--- config.mk ---
export PLATFORM = sky130hd
export DESIGN_NAME = xor_stream_decoder_flat
export DESIGN_NICKNAME = d
export VERILOG_FILES = /design/src/rtl/xor_stream_decoder_if.sv /design/src/rtl/xor_stream_decoder.sv /design/src/flat_wrapper.sv
export SDC_FILE = /design/constraint.sdc
export NUM_CORES = 1
export LEC_CHECK = 0
export CAP_MARGIN = 10
export CORE_MARGIN = 4
export CORE_UTILIZATION = 44
export CTS_BUF_LIST = sky130_fd_sc_hd__clkbuf_8
export DETAILED_ROUTE_END_ITERATION = 10
export PLACE_DENSITY = 0.78
export SYNTH_ARGS = -nofsm -noshare
export SYNTH_HDL_FRONTEND = slang
export SYNTH_SLANG_ARGS = --single-unit
--- constraint.sdc ---
create_clock -name clk -period 1.35 [get_ports clk]
set_clock_uncertainty 0.15 [all_clocks]
set_input_delay 0.27 -clock clk [delete_from_list [all_inputs] [get_ports clk]]
set_output_delay 0.27 -clock clk [all_outputs]
set_load 0.005 [all_outputs]
--- src/rtl/xor_stream_decoder_if.sv ---
// Valid/ready stream carrying W-bit data; used for both the ciphertext input
// and the plaintext output of the XOR stream decoder.
interface xor_stream_decoder_if #(
  parameter int unsigned W = 4
);
  logic         valid;
  logic         ready;
  logic [W-1:0] data;

  modport master (
    output valid,
    output data,
    input  ready
  );

  modport slave (
    input  valid,
    input  data,
    output ready
  );
endinterface

--- src/rtl/xor_stream_decoder.sv ---
// Receive-side stream decoder: XORs each ciphertext word with an 8-bit Fibonacci
// LFSR keystream and presents the plaintext through a one-deep output register.
module xor_stream_decoder #(
  parameter int unsigned W    = 4,
  parameter logic [7:0]  SEED = 8'hA5
) (
  input  logic                  clk,
  input  logic                  rst_n,
  input  logic                  load_i,
  input  logic [7:0]            seed_i,
  xor_stream_decoder_if.slave   in_if,
  xor_stream_decoder_if.master  out_if,
  output logic [7:0]            count_o
);

  typedef enum logic [0:0] {StEmpty, StFull} state_e;

  state_e       state_q, state_d;
  logic [7:0]   lfsr_q, lfsr_d;
  logic [7:0]   count_q, count_d;
  logic [W-1:0] data_q, data_d;
  logic         lfsr_fb;
  logic         accept;

  assign lfsr_fb = lfsr_q[7] ^ lfsr_q[5] ^ lfsr_q[4] ^ lfsr_q[3];

  // Ready does not look at valid so the source may wait on it.
  assign in_if.ready = !load_i && ((state_q == StEmpty) || out_if.ready);
  assign accept      = in_if.valid && in_if.ready;

  always_comb begin
    state_d = state_q;
    lfsr_d  = lfsr_q;
    count_d = count_q;
    data_d  = data_q;
    if (load_i) begin
      // An all-zero seed would lock the LFSR, so fall back to the reset seed.
      lfsr_d  = (seed_i == 8'h00) ? SEED : seed_i;
      count_d = 8'h00;
      state_d = StEmpty;
    end else begin
      if (accept) begin
        data_d  = in_if.data ^ lfsr_q[W-1:0];
        lfsr_d  = {lfsr_q[6:0], lfsr_fb};
        count_d = count_q + 8'd1;
      end
      unique case (state_q)
        StEmpty: begin
          if (accept) state_d = StFull;
        end
        StFull: begin
          if (out_if.ready && !accept) state_d = StEmpty;
        end
        default: state_d = StEmpty;
      endcase
    end
  end

  always_ff @(posedge clk or negedge rst_n) begin
    if (!rst_n) begin
      state_q <= StEmpty;
      lfsr_q  <= SEED;
      count_q <= 8'h00;
      data_q  <= '0;
    end else begin
      state_q <= state_d;
      lfsr_q  <= lfsr_d;
      count_q <= count_d;
      data_q  <= data_d;
    end
  end

  assign out_if.valid = (state_q == StFull);
  assign out_if.data  = data_q;
  assign count_o      = count_q;

endmodule

--- src/flat_wrapper.sv ---
// flat-port wrapper written by rule: the top's interface ports become plain ports
module xor_stream_decoder_flat 
#(
  parameter int unsigned W    = 4,
  parameter logic [7:0]  SEED = 8'hA5
)
  (clk, rst_n, load_i, seed_i, count_o, in_if_valid, in_if_data, in_if_ready, out_if_valid, out_if_data, out_if_ready);
  xor_stream_decoder_if #(.W(W)) in_if_i ();
  xor_stream_decoder_if #(.W(W)) out_if_i ();
  input  logic clk;
  input  logic rst_n;
  input  logic load_i;
  input  logic [7:0] seed_i;
  output logic [7:0] count_o;
  input wire logic [$bits(in_if_i.valid)-1:0] in_if_valid;
  input wire logic [$bits(in_if_i.data)-1:0] in_if_data;
  output wire logic [$bits(in_if_i.ready)-1:0] in_if_ready;
  output wire logic [$bits(out_if_i.valid)-1:0] out_if_valid;
  output wire logic [$bits(out_if_i.data)-1:0] out_if_data;
  input wire logic [$bits(out_if_i.ready)-1:0] out_if_ready;
  assign in_if_i.valid = in_if_valid;
  assign in_if_i.data = in_if_data;
  assign in_if_ready = in_if_i.ready;
  assign out_if_valid = out_if_i.valid;
  assign out_if_data = out_if_i.data;
  assign out_if_i.ready = out_if_ready;
  xor_stream_decoder #(.W(W), .SEED(SEED)) u_core (.clk(clk), .rst_n(rst_n), .load_i(load_i), .seed_i(seed_i), .in_if(in_if_i), .out_if(out_if_i), .count_o(count_o));
endmodule
---- After elaboration in Yosys (flattened, before gate mapping) ----
Index checks and enable logic that the tools add are counted.
word-level totals
  output and inout port bits .............. 14
  register bits after elaboration ......... 21
  bits of input ports ..................... 17
  word-level logic and storage cells ...... 29
operators by class
  bitwise logic cells ..................... 6
  muxes and demuxes ....................... 9
  add/sub/neg operators ................... 1
  reduce and logical (&&, ||, !) cells .... 9
operators by type and width
  kind                   count
  $mux W8                5
  $add A8 B1 Y8 const B  1
  $logic_not A8 Y1       1
  $xor A4 B4 Y4          1
  $logic_and A1 B1 Y1    3
  $mux W1                3
  $xor A1 B1 Y1          3
  $logic_not A1 Y1       2
  $not A1 Y1             2
  $pmux W1 S2            1
  $reduce_and A2 Y1      1
  $reduce_bool A2 Y1     1
  $logic_or A1 B1 Y1     1

---- Logic depth before layout (Yosys ltp) ----
  depth after elaboration ................. 9
  depth in mapped cells ................... 5

---- Least setup slack after synthesis ----
No wires, ideal clock.
  path kind ............................... register -> register
  from .................................... register u_core.state_q, in the netlist u_core.out_if.valid
  to ...................................... register u_core.data_q[0], in the netlist u_core.out_if.data[0]
  cell stages (with the launch flop) ...... 5
  slack ................................... -0.031 ns
  buffers on the path ..................... 0
  arrival ................................. 1.107 ns
  path through ............................ dfrtp_1 > nand2b_1 > nand2_1 > nor2_1 > mux2_2
between the ends
  longest elaborated chain between the ends .. 5
ends and longest elaborated chain
  item                                line                      RTL
  from (decl)                         xor_stream_decoder.sv:18  state_e state_q, state_d;
  from (signal assigned)              xor_stream_decoder.sv:61  state_q <= StEmpty;
  from (signal assigned)              xor_stream_decoder.sv:66  state_q <= state_d;
  $not A1 Y1                          xor_stream_decoder.sv:28  assign in_if.ready = !load_i && ((state_q == StEmpty) || out_if.ready);
  $logic_or A1 B1 Y1                  xor_stream_decoder.sv:28
  $logic_and A1 B1 Y1                 xor_stream_decoder.sv:28
  $logic_and A1 B1 Y1                 xor_stream_decoder.sv:29  assign accept = in_if.valid && in_if.ready;
  $reduce_and A2 Y1 (no source line)  --
  to (signal assigned)                xor_stream_decoder.sv:69  data_q <= data_d;
  to (decl)                           xor_stream_decoder.sv:21  logic [W-1:0] data_q, data_d;
No other way between the ends.
A chain may end at the register's enable or synchronous reset.

---- Final worst setup path ----
  from .................................... register u_core.count_q[3], in the netlist u_core.count_o[3]
  to ...................................... register u_core.count_q[5], in the netlist u_core.count_o[5]
between the ends
  longest elaborated chain between the ends .. 3
ends and longest elaborated chain
  item                    line                      RTL
  from (decl)             xor_stream_decoder.sv:20  logic [7:0] count_q, count_d;
  from (signal assigned)  xor_stream_decoder.sv:68  count_q <= count_d;
  $add A8 B1 Y8           xor_stream_decoder.sv:45  count_d = count_q + 8'd1;
  $mux W8                 xor_stream_decoder.sv:42  if (accept) begin
  $mux W8                 xor_stream_decoder.sv:36  if (load_i) begin
No other way between the ends. The select of a mux whose other input is x is not followed.

==> reports/qor.csv <==
stage,metric,value,unit
final_layout,post-layout util,82.6,%
placed_design,GPL Wtd Cong,0.734,
logic_synthesis,Post-synth EDFFs,0,
min_path,Hold Crit Class,in2reg,
route,final WL,3250,um
logic_synthesis,fraction of registers with async set/reset,100,%
route,Iter 0 DRT Violations,22,
floorplanning,initial core utilization,47.6,%
placed_design,Post-DP Area,0.00154,mm^2
logic_synthesis,netlist area before placement,0.00108,mm^2
clock_network,worst skew pair latency,250,ps
grt,GR Overflow Total,0,
logic_synthesis,Main synth FF type,dfrtp_1,
worst_setup_path,Reg-to-Reg End,u_core.count_o[5],
grt,GRT Util Overall,18.6,%
worst_setup_path,"Data arrival, critical path",1510,ps
logic_synthesis,synthesized instance count,108,
grt,number of global-route vias before repair,1104,
worst_setup_path,CP Buf/Inv Count,2,
worst_setup_path,"Critical Path, Cell by Cell",buf_6 > and3_4 > buf_6 > nand4_1 > xor2_1 > nor2_1,
clock_network,# hold bufs at CTS,0,
placed_design,dpl cells,176,
grt,gr busiest metal,met2,
worst_setup_path,"CP delay by family, top",flip-flops,
worst_setup_path,most frequent CP cell,buf_6,
power_and_ir_drop,power per cell area,881,mW/mm^2
min_path,WHS Path Cells,3,
sta,RSZ-0062 raised after global routing,true,
run,max-cap viol count,0,
logic_synthesis,top cell type's share of synthesized area,39.3,%
final_layout,fill cell count,143,
min_path,Hold Path Origin,seed_i[3],
worst_setup_path,Critical Path Start Type,flop,
route,wire length per cell,16.5,um
route,Initial DRT Pass Iterations,4,
sta,max_slew headroom,82.5,%
final_layout,share of cells above drive strength 1,41.4,%
grt,met1 Usage GRT,22.1,%
clock_network,Clock Path Buffers,2,
sta,crit path time final,1520,ps
sta,worst slew pin tran,261,ps
floorplanning,Die Y-Extent,57.6,um
route,Vias,1069,
placed_design,HPWL Detailed,1860,um
placed_design,pre-CTS setup slack,-516,ps
clock_network,CTS H-Tree Depth,1,
worst_setup_path,"slowest stage delay, CP",400,ps
worst_setup_path,R2R cell count,6,
floorplanning,DIE AREA,0.00332,mm^2
grt,initial antenna violation count,0,
sta,Final Hold Fails,0,
route,vias per inst,5.43,
clock_network,CTS tree,built,
worst_setup_path,WP data required,1340,ps
power_and_ir_drop,Pleak,0.866,nW
logic_synthesis,Synth area leader,dfrtp_1,
logic_synthesis,Post-Syn Area per Cell,10.0,um^2
logic_synthesis,syn nets,126,
grt,GRT met3 Usage,2.94,%
logic_synthesis,Yosys cell types,29,
logic_synthesis,sequential fraction of the synthesis area,49.0,%
sta,Final Setup Violations,16,
logic_synthesis,Area contributors post-synth,"dfrtp_1 (39%), dfstp_2 (9.7%), xor2_1 (8.1%)",
final_layout,Nets,188,
floorplanning,row cnt,17,
grt,GR Layer Usage met2,35.0,%
route,DRC viols,0,
final_layout,Synth-to-Final Area Change,73.6,%
worst_setup_path,"Max FO, Critical Path",2,
clock_network,CTS Sinks,21,
sta,period utilization,112,%
clock_network,Num CTS Buffers,3,
clock_network,CTS root buffer,clkbuf_8,
final_layout,"Design Area, Final",0.00188,mm^2
logic_synthesis,"count leader, synth",dfrtp_1,
power_and_ir_drop,worst vdd ir,0.892,mV
final_layout,Antenna Cells,0,
worst_setup_path,"Slowest-stage cell, CP",dfrtp_1,
sta,Worst Slack Setup Final,-169,ps
floorplanning,Die Width,57.6,um
min_path,Min-Delay Endpoint,u_core.lfsr_q[3],
logic_synthesis,YS warnings,0,
status,failing checks,negative setup slack,
placed_design,PortBufs,30,
worst_setup_path,RR Startpoint,u_core.count_o[3],
worst_setup_path,R2R setup slack,-170,ps
logic_synthesis,top cells by instance count after synthesis,"dfrtp_1 (17), nor2_1 (11), xor2_1 (10)",
worst_setup_path,Critical Path End Type,flop,
route,post-route antenna net violation count,0,
sta,Max Slew Vio Count,0,
final_layout,Final Non-Filler Cells,197,
sta,Max Freq,0.658,GHz
worst_setup_path,CP Class,reg2reg,
clock_network,clk slew on worst S/H paths,80,ps
final_layout,storage element area,531,um^2
floorplanning,core area,0.00228,mm^2
floorplanning,io pins,31,
status,run status,finished with violations,
final_layout,multi-input logic area,643,um^2
logic_synthesis,synthesis-stage register bit count,21,
grt,pin count of the biggest net entering global routing,22,
grt,first-pass GRT wire length,4930,um
## state kept, by name, indices dropped and copies added (netlist names)
name	count
u_core.count_o	8
u_core.lfsr_q	8
u_core.out_if.data	4
u_core.out_if.valid	1
## cell type report
cell class	count	share of cell area, %
clock buffers	3	2.20
clock inverters	1	0.266
inverters	3	0.599
multi-input cells	78	34.2
flip-flops and latches	21	28.2
well taps	28	1.86
repair buffers	63	32.6
## logic make-up (layout without fill, tap and decap cells)
kind of cell / count (synthesis) / after routing / share of synthesized area (%)
mux: 8 / 8 / 7.86
xor+xnor: 13 / 13 / 10.5
buf+inv: 9 / 70 / 3.35
simple gates: 40 / 40 / 19.1
fa+ha+maj: 1 / 1 / 1.16
flops: 21 / 21 / 49.0
compound gates: 16 / 16 / 9.02
## report_power, final
part / leakage [nW] / switching, mW / total, mW / internal, mW
clock network: 0.0255 / 0.199 / 0.404 / 0.205
logic: 0.580 / 0.192 / 0.487 / 0.295
registers: 0.260 / 0.0520 / 0.764 / 0.712
total: 0.866 / 0.443 / 1.66 / 1.21
## how the worst max path moves through the flow
stage | endpoint | start | cells after the start | slack (ps)
final | u_core.count_o[5] | u_core.count_o[3] | 6 | -170
after detailed placement | u_core.lfsr_q[5] | seed_i[1] | 5 | -520
after CTS | u_core.out_if.data[2] | u_core.out_if.valid | 4 | -170
after global placement | u_core.out_if.data[2] | out_if_ready | 5 | -460
after global routing | u_core.count_o[7] | u_core.count_o[4] | 5 | -200
after floorplan | u_core.count_o[6] | u_core.count_o[0] | 5 | 1
## layout by cell type, fill, tap and decap left out, types with 2 or more instances in the layout
master            n
nand4_1           2
dlygate4sd2_1     9
clkdlybuf4s50_1   8
a21oi_1           2
a31oi_1           3
or3_4             2
inv_1             3
clkbuf_8          3
nand3_1           3
xnor2_1           3
buf_6            12
buf_4            17
mux2i_1           3
clkdlybuf4s15_1   8
xor2_1           10
dfstp_2           4
buf_12            2
o21ai_1           4
and3_4            4
dfrtp_1          17
buf_2             3
a211oi_2          3
nand3_2           2
mux2_4            3
nor2_1           10
nand2_1           6
## metrics by stage
stage,hold WS [ps],setup TNS (ps),total power [mW]
finish,126,-1380,1.66
global route,120,-2260,1.74
CTS,96.4,-1260,1.60
detailed placement,352,-8810,1.16
global placement,339,-7930,1.14
floorplan,-176,0,0.926
## per-layer routing
metal  wire, um  vias up
met5          0        -
li1           -      495
met3        195        2
met2       1710       41
met1       1330      531
met4         18        0
## worst min-delay path: cells and delay by family
kind                   cells  cell delay, ps
and+or+nand+nor            1              50
AOI/OAI and AO/OA          1              60
buffers and inverters      1             110
## what timing repair did
action                     in CTS  in global routing
pin swaps                      19                 23
setup endpoints to repair      34                 30
gates resized for setup        52                 36
cloned                          1                  1
setup buffers                  11                  4
(Power assumes the default switching activity.)
